$ cat src/rtl/oled_pkg.sv
// Shared definitions for the OLED SPI receiver: FSM encoding, dc tag values and
// the packing order of the oversampled SPI pins.
package oled_pkg;

  typedef enum logic {
    ST_IDLE = 1'b0,
    ST_RECV = 1'b1
  } spi_state_e;

  localparam logic OLED_DC_CMD  = 1'b0;
  localparam logic OLED_DC_DATA = 1'b1;

  // Bit positions of the SPI pins inside the packed synchroniser word.
  localparam int unsigned PIN_SCK  = 0;
  localparam int unsigned PIN_MOSI = 1;
  localparam int unsigned PIN_CS   = 2;
  localparam int unsigned PIN_DC   = 3;
  localparam int unsigned PIN_RST  = 4;
  localparam int unsigned PIN_NUM  = 5;

  // Idle line levels: sck low, cs high, panel reset released.
  localparam logic [PIN_NUM-1:0] PIN_IDLE = 5'b10100;

endpackage

$ cat src/rtl/oled_rx_fifo.sv
// Synchronous FIFO holding received {dc,data} entries, with a synchronous flush.
// Read data is zero whenever the FIFO is empty.
module oled_rx_fifo #(
  parameter int unsigned WIDTH = 9,
  parameter int unsigned DEPTH = 16
) (
  input  logic             clk,
  input  logic             rst_n,
  input  logic             flush,
  input  logic             push,
  input  logic [WIDTH-1:0] wr_data,
  input  logic             pop,
  output logic [WIDTH-1:0] rd_data,
  output logic             empty,
  output logic             full
);

  localparam int unsigned AW = $clog2(DEPTH);
  localparam logic [AW:0] PTR_ONE = {{AW{1'b0}}, 1'b1};

  logic [WIDTH-1:0] mem [DEPTH];
  logic [AW:0]      wr_ptr;
  logic [AW:0]      rd_ptr;
  logic             push_ok;
  logic             pop_ok;

  assign empty   = (wr_ptr == rd_ptr);
  assign full    = (wr_ptr[AW] != rd_ptr[AW]) && (wr_ptr[AW-1:0] == rd_ptr[AW-1:0]);
  assign pop_ok  = pop && !empty;
  // A pop in the same cycle frees the slot, so a full FIFO still takes the push.
  assign push_ok = push && (!full || pop_ok);
  assign rd_data = empty ? '0 : mem[rd_ptr[AW-1:0]];

  always_ff @(posedge clk or negedge rst_n) begin
    if (!rst_n) begin
      wr_ptr <= '0;
      rd_ptr <= '0;
    end else if (flush) begin
      wr_ptr <= '0;
      rd_ptr <= '0;
    end else begin
      if (push_ok) wr_ptr <= wr_ptr + PTR_ONE;
      if (pop_ok)  rd_ptr <= rd_ptr + PTR_ONE;
    end
  end

  // NOTE: storage has no reset; validity is tracked by the pointers alone.
  always_ff @(posedge clk) begin
    if (push_ok && !flush) mem[wr_ptr[AW-1:0]] <= wr_data;
  end

endmodule

$ cat src/rtl/oled_spi_rx.sv
// Oversampling SPI mode-0 receiver for the OLED link; delivers dc-tagged bytes on
// a valid/ready stream. Define OLED_RX_FIFO_EN for a FIFO_DEPTH-entry output FIFO.
module oled_spi_rx
  import oled_pkg::*;
#(
  parameter int unsigned SYNC_STAGES = 2,
  parameter int unsigned FIFO_DEPTH  = 16
) (
  input  logic        sys_clk,
  input  logic        sys_rst_n,
  input  logic        oled_sck,
  input  logic        oled_mosi,
  input  logic        oled_cs,
  input  logic        oled_dc,
  input  logic        oled_rst,
  output logic [7:0]  rx_data,
  output logic        rx_dc,
  output logic        rx_valid,
  input  logic        rx_ready,
  output logic        rx_overrun,
  output logic        rx_frame_err,
  output logic [15:0] rx_byte_cnt
);

  logic [PIN_NUM-1:0] pins;
  logic [PIN_NUM-1:0] sync_q [SYNC_STAGES];
  logic [PIN_NUM-1:0] pin_s;
  logic               sck_d;
  logic               sck_rise;
  logic               live;

  spi_state_e state, state_nxt;
  logic [2:0] bit_cnt, bit_cnt_nxt;
  logic [7:0] shift, shift_nxt;
  logic [7:0] byte_nxt;
  logic       byte_done;
  logic       frame_err_nxt;
  logic       accept;
  logic       can_store;

  assign pins = {oled_rst, oled_dc, oled_cs, oled_mosi, oled_sck};

  // NOTE: sequential state always uses non-blocking assignment so every flop
  // samples the pre-edge value of its neighbours.
  always_ff @(posedge sys_clk or negedge sys_rst_n) begin
    if (!sys_rst_n) begin
      for (int i = 0; i < SYNC_STAGES; i++) sync_q[i] <= PIN_IDLE;
      sck_d <= 1'b0;
    end else begin
      sync_q[0] <= pins;
      for (int i = 1; i < SYNC_STAGES; i++) sync_q[i] <= sync_q[i-1];
      sck_d <= sync_q[SYNC_STAGES-1][PIN_SCK];
    end
  end

  assign pin_s    = sync_q[SYNC_STAGES-1];
  assign live     = pin_s[PIN_RST];
  assign sck_rise = pin_s[PIN_SCK] & ~sck_d;
  assign byte_nxt = {shift[6:0], pin_s[PIN_MOSI]};

  // NOTE: every always_comb output gets a default first so no latch is inferred.
  always_comb begin
    state_nxt     = state;
    bit_cnt_nxt   = bit_cnt;
    shift_nxt     = shift;
    byte_done     = 1'b0;
    frame_err_nxt = 1'b0;
    if (!live) begin
      state_nxt   = ST_IDLE;
      bit_cnt_nxt = '0;
      shift_nxt   = '0;
    end else begin
      unique case (state)
        ST_IDLE: begin
          bit_cnt_nxt = '0;
          if (!pin_s[PIN_CS]) state_nxt = ST_RECV;
        end
        ST_RECV: begin
          if (sck_rise) begin
            shift_nxt = byte_nxt;
            if (bit_cnt == 3'd7) begin
              byte_done   = 1'b1;
              bit_cnt_nxt = '0;
            end else begin
              bit_cnt_nxt = bit_cnt + 3'd1;
            end
          end
          if (pin_s[PIN_CS]) begin
            state_nxt     = ST_IDLE;
            bit_cnt_nxt   = '0;
            frame_err_nxt = (bit_cnt != 3'd0) && !byte_done;
          end
        end
        default: state_nxt = ST_IDLE;
      endcase
    end
  end

  always_ff @(posedge sys_clk or negedge sys_rst_n) begin
    if (!sys_rst_n) begin
      state        <= ST_IDLE;
      bit_cnt      <= '0;
      shift        <= '0;
      rx_frame_err <= 1'b0;
      rx_overrun   <= 1'b0;
      rx_byte_cnt  <= '0;
    end else begin
      state        <= state_nxt;
      bit_cnt      <= bit_cnt_nxt;
      shift        <= shift_nxt;
      rx_frame_err <= frame_err_nxt;
      rx_overrun   <= byte_done && !can_store;
      if (byte_done) rx_byte_cnt <= rx_byte_cnt + 16'd1;
    end
  end

  assign accept = rx_valid && rx_ready;

`ifdef OLED_RX_FIFO_EN
  logic fifo_full;
  logic fifo_empty;

  assign can_store = !fifo_full || accept;
  assign rx_valid  = !fifo_empty;

  oled_rx_fifo #(
    .WIDTH (9),
    .DEPTH (FIFO_DEPTH)
  ) u_fifo (
    .clk     (sys_clk),
    .rst_n   (sys_rst_n),
    .flush   (!live),
    .push    (byte_done),
    .wr_data ({pin_s[PIN_DC], byte_nxt}),
    .pop     (accept),
    .rd_data ({rx_dc, rx_data}),
    .empty   (fifo_empty),
    .full    (fifo_full)
  );
`else
  // A byte completing in the same cycle as the accept replaces the old one.
  assign can_store = !rx_valid || rx_ready;

  always_ff @(posedge sys_clk or negedge sys_rst_n) begin
    if (!sys_rst_n) begin
      rx_valid <= 1'b0;
      rx_data  <= '0;
      rx_dc    <= 1'b0;
    end else if (!live) begin
      rx_valid <= 1'b0;
    end else if (byte_done && can_store) begin
      rx_valid <= 1'b1;
      rx_data  <= byte_nxt;
      rx_dc    <= pin_s[PIN_DC];
    end else if (accept) begin
      rx_valid <= 1'b0;
    end
  end
`endif

endmodule

$ cat config.mk
export PLATFORM = sky130hd
export DESIGN_NAME = oled_spi_rx
export DESIGN_NICKNAME = d
export VERILOG_FILES = /design/src/rtl/oled_pkg.sv /design/src/rtl/oled_rx_fifo.sv /design/src/rtl/oled_spi_rx.sv
export SDC_FILE = /design/constraint.sdc
export NUM_CORES = 1
export LEC_CHECK = 0
export CAP_MARGIN = 25
export CORE_MARGIN = 2
export CORE_UTILIZATION = 45
export CTS_BUF_LIST = sky130_fd_sc_hd__clkbuf_8 sky130_fd_sc_hd__clkbuf_16
export CTS_CLUSTER_SIZE = 16
export DETAILED_ROUTE_END_ITERATION = 8
export HOLD_SLACK_MARGIN = 0.03
export PLACE_DENSITY = 0.7
export SLEW_MARGIN = 5
export SYNTH_ARGS = -nofsm -noshare
export SYNTH_HDL_FRONTEND = slang
export SYNTH_SLANG_ARGS = --single-unit
$ cat constraint.sdc
create_clock -name sys_clk -period 3.2 [get_ports sys_clk]
set_input_delay 0.8 -clock sys_clk [delete_from_list [all_inputs] [get_ports sys_clk]]
set_output_delay 0.8 -clock sys_clk [all_outputs]
set_load 0.05 [all_outputs]
Yosys cells after proc, flatten, opt, wreduce, memory -nomap -nowiden
Cells that the tools add are included.
Cells by class
  divide/modulo/power cells: 0
  reduce and logical (&&, ||, !) cells: 11
  multipliers: 0
  bitwise logic cells: 3
  order comparisons: 0
  add/subtract/negate cells: 2
  muxes and demuxes: 22
  eq/ne operators: 5
  shifts and indexed selects: 0
Operators by type and width (number)
  7-bit two-way mux: 3
  16-bit by 1-bit adder with 16-bit output (second input constant): 1
  1-bit two-way mux: 14
  3-bit two-way mux: 4
  3-bit one-hot mux with 2 select lines: 1
  1-bit logical AND: 4
  2-bit by 1-bit inequality test with 1-bit output (second input constant): 2
  4-bit inequality test (second input constant): 1
  2-bit AND reduction: 2
  3-bit by 1-bit adder with 3-bit output (second input constant): 1
  3-bit equality test (second input constant): 1
  1-bit zero test: 3
  3-bit by 1-bit inequality test with 1-bit output (second input constant): 1
  3-bit nonzero test: 1
  1-bit NOT: 2
  1-bit AND: 1
  1-bit logical OR: 1
Word-level totals
  word-level logic and storage cells: 55
  output and inout port bits: 28
  bits in latches: 0
  ROM bits: 0
  register bits: 50
  memories kept: 0
  memory bits (writable): 0

Longest topological paths before layout
Gate-level depths: netlist of run 1.
  word-level depth: 10
  depth in mapped cells: 6
  gate-level depth less buffers: 6

Least setup slack after synthesis of run 1
OpenSTA, ideal clock, no wires.
  kind: register to register
  start point: register rx_byte_cnt[0]
  end point: register rx_byte_cnt[12]
  path buffers: 0
  setup time: 142 ps
  cell stages (with the launch flop): 6
  period minus slack after synthesis: 1740 ps
  arrival: 1598 ps
  slack: 1460 ps
  cell sequence: dfrtp_1 > ha_1 > nand4_1 > nor4_2 > nand4_1 > xnor2_1
Between the ends
  longest elaborated chain between the ends: 1
Ends and longest elaborated chain
  start: declaration: line oled_spi_rx.sv:22  | output logic [15:0] rx_byte_cnt
  start signal: assignment: line oled_spi_rx.sv:113  | if (byte_done) rx_byte_cnt <= rx_byte_cnt + 16'd1;
  16-bit by 1-bit adder with 16-bit output: line oled_spi_rx.sv:113
Every way passes these cells.
A chain may end at the register's enable or synchronous reset.

Worst setup path after layout of run 1
  start point: register rx_byte_cnt[2]
  end point: output port rx_byte_cnt[2]
No word-level cell between the ends.

==> results of run 1 <==
synthesized netlist by cell type:
library cell,count,area [um2]
dfrtp_1,46,1150
mux2i_1,9,90.1
nor2b_1,9,56.3
xor2_1,9,78.8
nand2_1,8,30.0
mux2_2,7,78.8
nor3_1,7,35.0
nor2_1,6,22.5
xnor2_1,6,52.6
inv_1,5,18.8
dfstp_2,4,105
ha_1,4,50.1
nand4_1,4,25.0
mux2_1,3,33.8
nand3_1,3,15.0
a21oi_1,2,10.0
clkbuf_1,2,7.51
nand3b_1,2,15.0
a21o_1,1,7.51
and2_1,1,6.26
and3_1,1,6.26
and3_2,1,7.51
and3b_2,1,10.0
and4_1,1,8.76
nand2b_1,1,6.26
nand3_2,1,10.0
nand4_4,1,21.3
nor3_4,1,16.3
nor4_2,1,12.5
nor4_4,1,21.3
or3_4,1,11.3
worst max path at each step:
stage	start	endpoint	slack [ns]	cells past startpoint
after floorplan	rx_byte_cnt[0]	rx_byte_cnt[12]	1.46	5
after global placement	rx_ready	rx_data[3]	1.03	4
after detailed placement	rx_ready	rx_data[3]	0.96	4
after CTS	rx_byte_cnt[2]	rx_byte_cnt[2]	0.76	1
after global routing	rx_byte_cnt[2]	rx_byte_cnt[2]	0.72	1
final	rx_byte_cnt[2]	rx_byte_cnt[2]	0.77	1
sequential cells by signal, summed over array words and instances, names as in the netlist, 3 cells and up:
signal       count
rx_byte_cnt     16
rx_data          8
shift            7
pin_s            5
sync_q           5
bit_cnt          3
power by group through the flow:
stage               clock (mW)  combinational, mW  sequential, mW
finish                   0.450             0.0311           0.648
global route             0.488             0.0354           0.650
CTS                      0.463             0.0293           0.648
detailed placement           0             0.0294           0.660
global placement             0             0.0280           0.660
floorplan                    0            0.00893           0.657
final cells by class:
class | count | area [um2]
Inverter | 5 | 18.8
Clock inverter | 2 | 33.8
Clock buffer | 6 | 82.6
Timing Repair Buffer | 36 | 365
Tap cell | 52 | 65.1
Sequential cell | 50 | 1260
Multi-Input combinational cell | 92 | 738
Fill cell | 336 | 1790
stage by stage:
step	cell area, um2	hold slack [ns]	cells	worst slack, ns	power, mW
CTS	2540	0.354	242	0.755	1.14
global placement	2420	0.335	234	1.03	0.688
global route	2560	0.348	243	0.725	1.17
finish	2560	0.351	243	0.771	1.13
floorplan	2020	0.331	149	1.46	0.666
detailed placement	2420	0.335	234	0.957	0.690
cell families after synthesis:
logic type	count (synthesis)	synth area share (%)
AOI/OAI and AO/OA	3	0.867
xor gates and xnor gates	15	6.50
adders and majority gates	4	2.48
buffers and inverters	7	1.30
DFF	50	62.2
muxes	19	10.0
and+or+nand+nor	51	16.7
per-layer routing:
metal  track usage [%]  up-vias
met5                 0        -
met4              5.66        0
met3              5.13        6
met2              24.6       31
met1              21.9      629
li1                  -      585
cells in the final DEF (no fill, tap or decap), types with 2 or more instances in the layout:
master	instances
dfrtp_1	46
clkdlybuf4s50_1	34
nor2b_1	9
xor2_1	9
mux2i_1	9
nand2_1	8
nor3_1	7
mux2_2	7
inv_1	6
nor2_1	6
xnor2_1	6
clkbuf_8	6
nand4_1	4
ha_1	4
dfstp_2	4
nand3_1	3
mux2_1	3
nand3b_1	2
a21oi_1	2
==> flow_summary.ini, run 1 <==
[power_and_ir_drop]
switching_share_pct = 19.7
power_frac_seq_pct = 57.4
clkPwrFrac_pct = 39.9
leakagePower_nw = 1.24
internal_power_mw = 0.907
pwr-share-comb_pct = 2.7
p_per_area_nw_per_um2 = 441
power.switching_mw = 0.222
vdd_drop_max_mv = 0.283

[global_routing]
grt_max_degree = 51
grt_usage_pct = 16.1
grt_pass1_vias = 1283
overflow = 0
grt_pass1_wl_um = 6320
antenna_found_initial = 0

[worst_setup_path]
cp-start-kind = flop
r2r-start = bit_cnt[0]
endpoint_kind = primary output
path_cells = clkdlybuf4s50_1
crit_family = buffers and inverters
worstPathArrival_ns = 1.63
timing.rr.end = rx_data[3]
path_max_fanout = 7
r2r_slack_ns = 1.20
cp_num_buf_inv = 1
rr_worst_depth = 5
crit_slowest_cell = clkdlybuf4s50_1
cp.required_ns = 2.40
crit_path_max_incr_delay_ns = 0.85
worstSetupPathType = flop to primary output

[synthesis]
yosysWarnings = 0
syn_nets = 161
netlist_area_um2 = 2020
seq_area_frac_synth_pct = 62.2
yosysUniqueCellTypes = 31
ys_ff_latch = 50
syn_avg_cell_area_um2 = 13.6
synthCells = 149

[timing]
fmax_ghz = 0.412
relSlewSlack_pct = 66.1
finalHoldViolCount = 0
period_minus_slack_ns = 2.43
finClkSkew_ns = 0.00776
period_share_pct = 75.9
worstMarginPinSlew_ns = 0.507
rsz0062_at_grt = false
finalSetupViolCount = 0
tns_ns = 0
maxSlewViolCount = 0

[clock_tree]
root_buffer = clkbuf_8
clk_pin_slew_ns = 0.09
postCtsHoldBufs = 0
cts_buffers = 5
cts_tree = done
ctsLongestPathBuffers = 2
clock_latency_ns = 0.30
cts_setup_buffers = 0
cts-resized-gates = 0
cts_max_level = 2
cts_sinks = 50

[drt]
first_pass_iters = 4
dr_wl_met2_um = 1680
ant_nets = 0
met1_length_um = 1620
drtIter0Drc = 62
dr.max_layer_used = met4
viasPerCell = 5.15
routed-via-count = 1251
wl_met3_um = 173
wl_per_cell_um = 14.5
drc = 0
drt_wl_total_um = 3530

[floorplan]
design.portCount = 36
die_width_um = 71.0
die_y_um = 71.0
coreArea_um2 = 4350
die_area_um2 = 5040
initial_utilization_pct = 46.4
row_count = 24

[cells_and_area]
fin_nets = 202
drive_gt1_share_pct = 14.7
area_growth_pct = 26.7
insertedDiodeCount = 0
postLayoutCoreUtil_pct = 58.8

[place]
dp_hpwl_um = 2520
place_congestion = 0.692
portBuffers = 35

[flow_run]
drv_cap = 0

[hold_path]
hold_path_class = input port to asynchronous set/reset pin

[outcome]
status = complete, no violations
(Power assumes the default switching activity.)
==> inputs of run 2 (changes only) <==
Settings changed: PLACE_DENSITY 0.7 to 0.73.
Clock period 3.2 ns to 2.15 ns, I/O delays scaled along.
==> run 2 against run 1 <==
Net effect:
- clock power up 14%
- design area down 1.5%
- critical endpoint is now rx_byte_cnt[5]
- first-iteration DRC count up 29%
- global-route usage down 0.55 points
- sequential power up 49%
- combinational power up 36%
- flip-flop and latch count unchanged
- setup slack worse by 0.72 ns
- power up 35%
- die area unchanged
- final cell count up 0.41%
- routed wire length up 0.48%
==> flow_summary.ini, run 2 (synthesized netlist as in run 1, its figures left out) <==
[place]
dp_hpwl_um = 2580
dp_slack_ns = 0.186
place_congestion = 0.802
post_dp_cell_area_um2 = 2430
portBuffers = 35

[power_and_ir_drop]
vdd_drop_max_mv = 0.319
total_power_mw = 1.52
leakagePower_nw = 1.31
p_per_area_nw_per_um2 = 603

[hold_path]
hold_path_class = input port to asynchronous set/reset pin

[cells_and_area]
insertedDiodeCount = 0
fin_nets = 203
final_cell_mix = dfrtp_1, clkdlybuf4s50_1, nor2b_1, xor2_1, mux2i_1
finalInstanceArea_um2 = 2520
largest_reg_flops = 16
drive_gt1_share_pct = 16.7
reg_top3 = rx_byte_cnt: 16 flops, rx_data: 8 flops, shift: 7 flops
top_register = rx_byte_cnt
layout_commonest_cell = dfrtp_1
area_growth_pct = 24.8

[worst_setup_path]
path_cells = clkdlybuf4s50_1
crit_slowest_cell = clkdlybuf4s50_1
cp_num_buf_inv = 1
worstSetupPathType = flop to primary output
endpoint_kind = primary output
crit_path_max_incr_delay_ns = 0.84
timing.rr.end = rx_data[5]
cp-start-kind = flop
rr_worst_depth = 5
crit_family = buffers and inverters
r2r_slack_ns = 0.20
r2r-start = bit_cnt[0]
cp.required_ns = 1.61
path_max_fanout = 4
worstPathArrival_ns = 1.56

[floorplan]
design.portCount = 36
initial_utilization_pct = 46.4
die_y_um = 71.0
die_width_um = 71.0
row_count = 24
die_area_um2 = 5040
coreArea_um2 = 4350

[timing]
fmax_ghz = 0.476
rsz0062_at_grt = false
maxSlewViolCount = 0
finClkSkew_ns = 0.0106
tns_ns = 0
finalSetupViolCount = 0
period_minus_slack_ns = 2.10
finalHoldViolCount = 0
relSlewSlack_pct = 59.2
whs_ns = 0.324
worstMarginPinSlew_ns = 0.612
period_share_pct = 97.7
fin_ws_ns = 0.0491

[drt]
wl_per_cell_um = 14.5
drc = 0
viasPerCell = 5.14
drt_wl_total_um = 3540
routed-via-count = 1255
drtIter0Drc = 80
first_pass_iters = 6
ant_nets = 0

[global_routing]
grt_max_degree = 51
use_met3_pct = 4.13
antenna_found_initial = 0
grt_pass1_wl_um = 6110
grt_usage_pct = 15.6
grt_util_met1_pct = 21.7
busiest_layer = met2
grt_pass1_vias = 1241
grt_use_met2_pct = 23.7
overflow = 0

[flow_run]
drv_cap = 0

[clock_tree]
cts_tree = done
cts_buffers = 5
ctsLongestPathBuffers = 2
root_buffer = clkbuf_8
clock_latency_ns = 0.30
cts_max_level = 2
clk_pin_slew_ns = 0.09
cts_sinks = 50

[outcome]
status = complete, no violations
## run 2: cell types whose count changed in the layout (fill, tap and decap cells not counted), sizes merged
cell	delta
bufinv	-1
clkinvlp	+1
buf	+5
clkbuf	-1
inv	+1
dlymetal6s2s	+4
clkdlybuf4s50	-8
## run 2: metal layers
| layer | share of wire [%] | wire length [um] | vias up |
|---|---|---|---|
| li1 | - | - | 590 |
| met1 | 46 | 1640 | 619 |
| met2 | 46 | 1640 | 40 |
| met3 | 5.8 | 205 | 6 |
| met4 | 1.5 | 52 | 0 |
| met5 | 0 | 0 | - |
## run 2: power by group
group / internal (mW) / switching, mW / leakage [nW]
Sequential: 0.955 / 0.00949 / 0.668
Combinational: 0.0181 / 0.0242 / 0.596
Clock: 0.221 / 0.293 / 0.0467
## run 2: area by class of cell
type | count | area [um2]
fillers | 352 | 1830
inverters | 5 | 18.8
well taps | 52 | 65.1
repair buffers | 37 | 360
flip-flops and latches | 50 | 1260
clock inverters | 3 | 15.0
multi-input cells | 92 | 738
clock buffers | 5 | 68.8
## run 2: stage by stage
stage               instances  util (%)
CTS                       244      57.7
finish                    244      57.9
detailed placement        236      55.8
floorplan                 149         -
global placement          236      55.8
global route              244      57.9
## run 2: what timing repair did
| item | in CTS | in global routing |
|---|---|---|
| setup endpoints to repair | 0 | 4 |
| gates resized for setup | 0 | 4 |
| hold buffers | 0 | 0 |
| buffers inserted | 0 | 0 |
## run 2: worst max path at each step
stage                   startpoint               to  slack, ns  cells after the start
floorplan           rx_byte_cnt[0]  rx_byte_cnt[12]       0.41                      5
global placement          rx_ready       rx_data[6]       0.22                      4
detailed placement        rx_ready            rx_dc       0.19                      4
CTS                 rx_byte_cnt[4]   rx_byte_cnt[4]       0.02                      1
global route        rx_byte_cnt[5]   rx_byte_cnt[5]     0.0008                      1
finish              rx_byte_cnt[5]   rx_byte_cnt[5]       0.05                      1
==> inputs of run 3 (changes only) <==
Settings changed: CAP_MARGIN 25 to unset, SLEW_MARGIN 5 to unset.
Clock period 2.15 ns to 1.85 ns, I/O delays scaled along.
==> run 3 against run 2 <==
Net effect:
- first-iteration DRC count grew 3.8%
- final cell count increased by 2.0%
- die area unchanged
- design area rose by 3.5%
- clock power is 81% higher
- largest power group unchanged
- highest routed layer unchanged
==> flow_summary.ini, run 3 (synthesized netlist as in run 1, its figures left out) <==
[outcome]
status = complete, no violations

[timing]
maxSlewViolCount = 0
whs_ns = 0.0885
worstMarginPinSlew_ns = 0.468
relSlewSlack_pct = 68.7
period_share_pct = 93.3
period_minus_slack_ns = 1.73
rsz0062_at_grt = true
finalSetupViolCount = 0
fmax_ghz = 0.579
finClkSkew_ns = 0.00501
finalHoldViolCount = 0

[place]
dp_hpwl_um = 2580
dp.cells = 240
place_congestion = 0.795
portBuffers = 35

[clock_tree]
cts_max_level = 2
ctsLongestPathBuffers = 2
clock_latency_ns = 0.30
clk_pin_slew_ns = 0.09
cts_sinks = 50
cts_tree = done
root_buffer = clkbuf_8
cts_buffers = 5

[drt]
routed-via-count = 1278
ant_nets = 0
wl_per_cell_um = 14.0
drtIter0Drc = 83
drt_wl_total_um = 3490
first_pass_iters = 4
viasPerCell = 5.13
drc = 0

[power_and_ir_drop]
total_power_mw = 2.11
vdd_drop_max_mv = 0.513
p_per_area_nw_per_um2 = 807
leakagePower_nw = 1.36

[cells_and_area]
fin_nets = 208
reg_top3 = rx_byte_cnt: 16 flops, rx_data: 8 flops, shift: 7 flops
top_register = rx_byte_cnt
insertedDiodeCount = 0
largest_reg_flops = 16
area_growth_pct = 29.2
drive_gt1_share_pct = 32.5
fillerInstances = 352
final_cell_mix = dfrtp_1, buf_4, nor2b_1, xor2_1, mux2i_1
layout_commonest_cell = dfrtp_1
stdcell_count = 249

[global_routing]
grt_pass1_vias = 1263
grt_pass1_wl_um = 5890
grt_usage_pct = 15.3
grt_max_degree = 25
antenna_found_initial = 0
overflow = 0

[worst_setup_path]
critPathLaunch = bit_cnt[1]
worstSetupPathType = flop to flop
endpoint_kind = flop
cp.required_ns = 2.04
worstPathArrival_ns = 1.92
r2r-start = bit_cnt[1]
cp-start-kind = flop
path_max_fanout = 9

[floorplan]
die_area_um2 = 5040
design.portCount = 36
die_width_um = 71.0
row_count = 24
coreArea_um2 = 4350
initial_utilization_pct = 46.4
die_y_um = 71.0

[flow_run]
drv_cap = 0

[hold_path]
hold_path_class = input port to asynchronous set/reset pin
-- run 3: cell types whose count changed in the layout (fill, tap and decap cells not counted), moves of 2 or more --
cell             change
buf_12               +4
buf_4               +25
bufinv_16            +2
clkdlybuf4s50_1     -20
dlymetal6s2s_1       -4
inv_1                -2
-- run 3: cell type report --
class | count | area (um2) | share of cell area, %
multi-input combinational | 92 | 749 | 28.7
timing repair buffer | 42 | 378 | 14.5
clock inverter | 2 | 60.1 | 2.30
sequential | 50 | 1260 | 48.1
clock buffer | 6 | 82.6 | 3.16
tap | 52 | 65.1 | 2.49
inverter | 5 | 18.8 | 0.719
-- run 3: final timing paths --
check / cells after the start / slack, ns / end
min: 1 / 0.09 / bit_cnt[2]
max in group asynchronous: 2 / 1.20 / sync_q[9]
max: 6 / 0.12 / rx_data[0]
min reg2reg: 0 / 0.35 / pin_s[0]
min in group sys_clk: 0 / 0.35 / pin_s[0]
max reg2reg: 6 / 0.12 / rx_data[0]
-- run 3: metal layers --
layer  vias to the layer above  part of all wire, %  routed length, um  global-route usage [%]
met1                       629                   45               1560                    19.2
met3                         6                  6.1                211                    4.99
met4                         0                  1.5                 52                    5.66
met2                        42                   48               1660                    24.8
met5                         -                    0                  0                       0
li1                        601                    -                  -                       -
-- run 3: stage by stage --
| step | util, % | TNS [ns] | cell area, um2 | setup WS [ns] |
|---|---|---|---|---|
| after floorplan | - | 0 | 2020 | 0.110 |
| after global placement | 56.2 | 0 | 2450 | 0.0479 |
| after detailed placement | 56.2 | 0 | 2450 | 0.0111 |
| after CTS | 59.5 | 0 | 2590 | 0.0228 |
| after global routing | 59.9 | -0.0333 | 2610 | -0.0333 |
| final | 59.9 | 0 | 2610 | 0.123 |
-- run 3: repair_timing --
item	CTS	global route
endpoints found under the setup margin	8	13
setup buffers	0	1
resized for setup	0	2
hold buffers	0	0
pin swaps	1	1
-- run 3: report_power, final --
group | switching, mW | internal [mW] | total, mW
clock | 0.355 | 0.576 | 0.931
combinational | 0.0298 | 0.0255 | 0.0553
sequential | 0.0108 | 1.11 | 1.12
-- run 3: worst max-delay path, cell delays in order (launching register included) --
cell	delay, ns
dfrtp_1	0.38
ha_1	0.18
ha_2	0.20
nand3b_1	0.18
nor3_4	0.20
buf_12	0.15
mux2_2	0.33
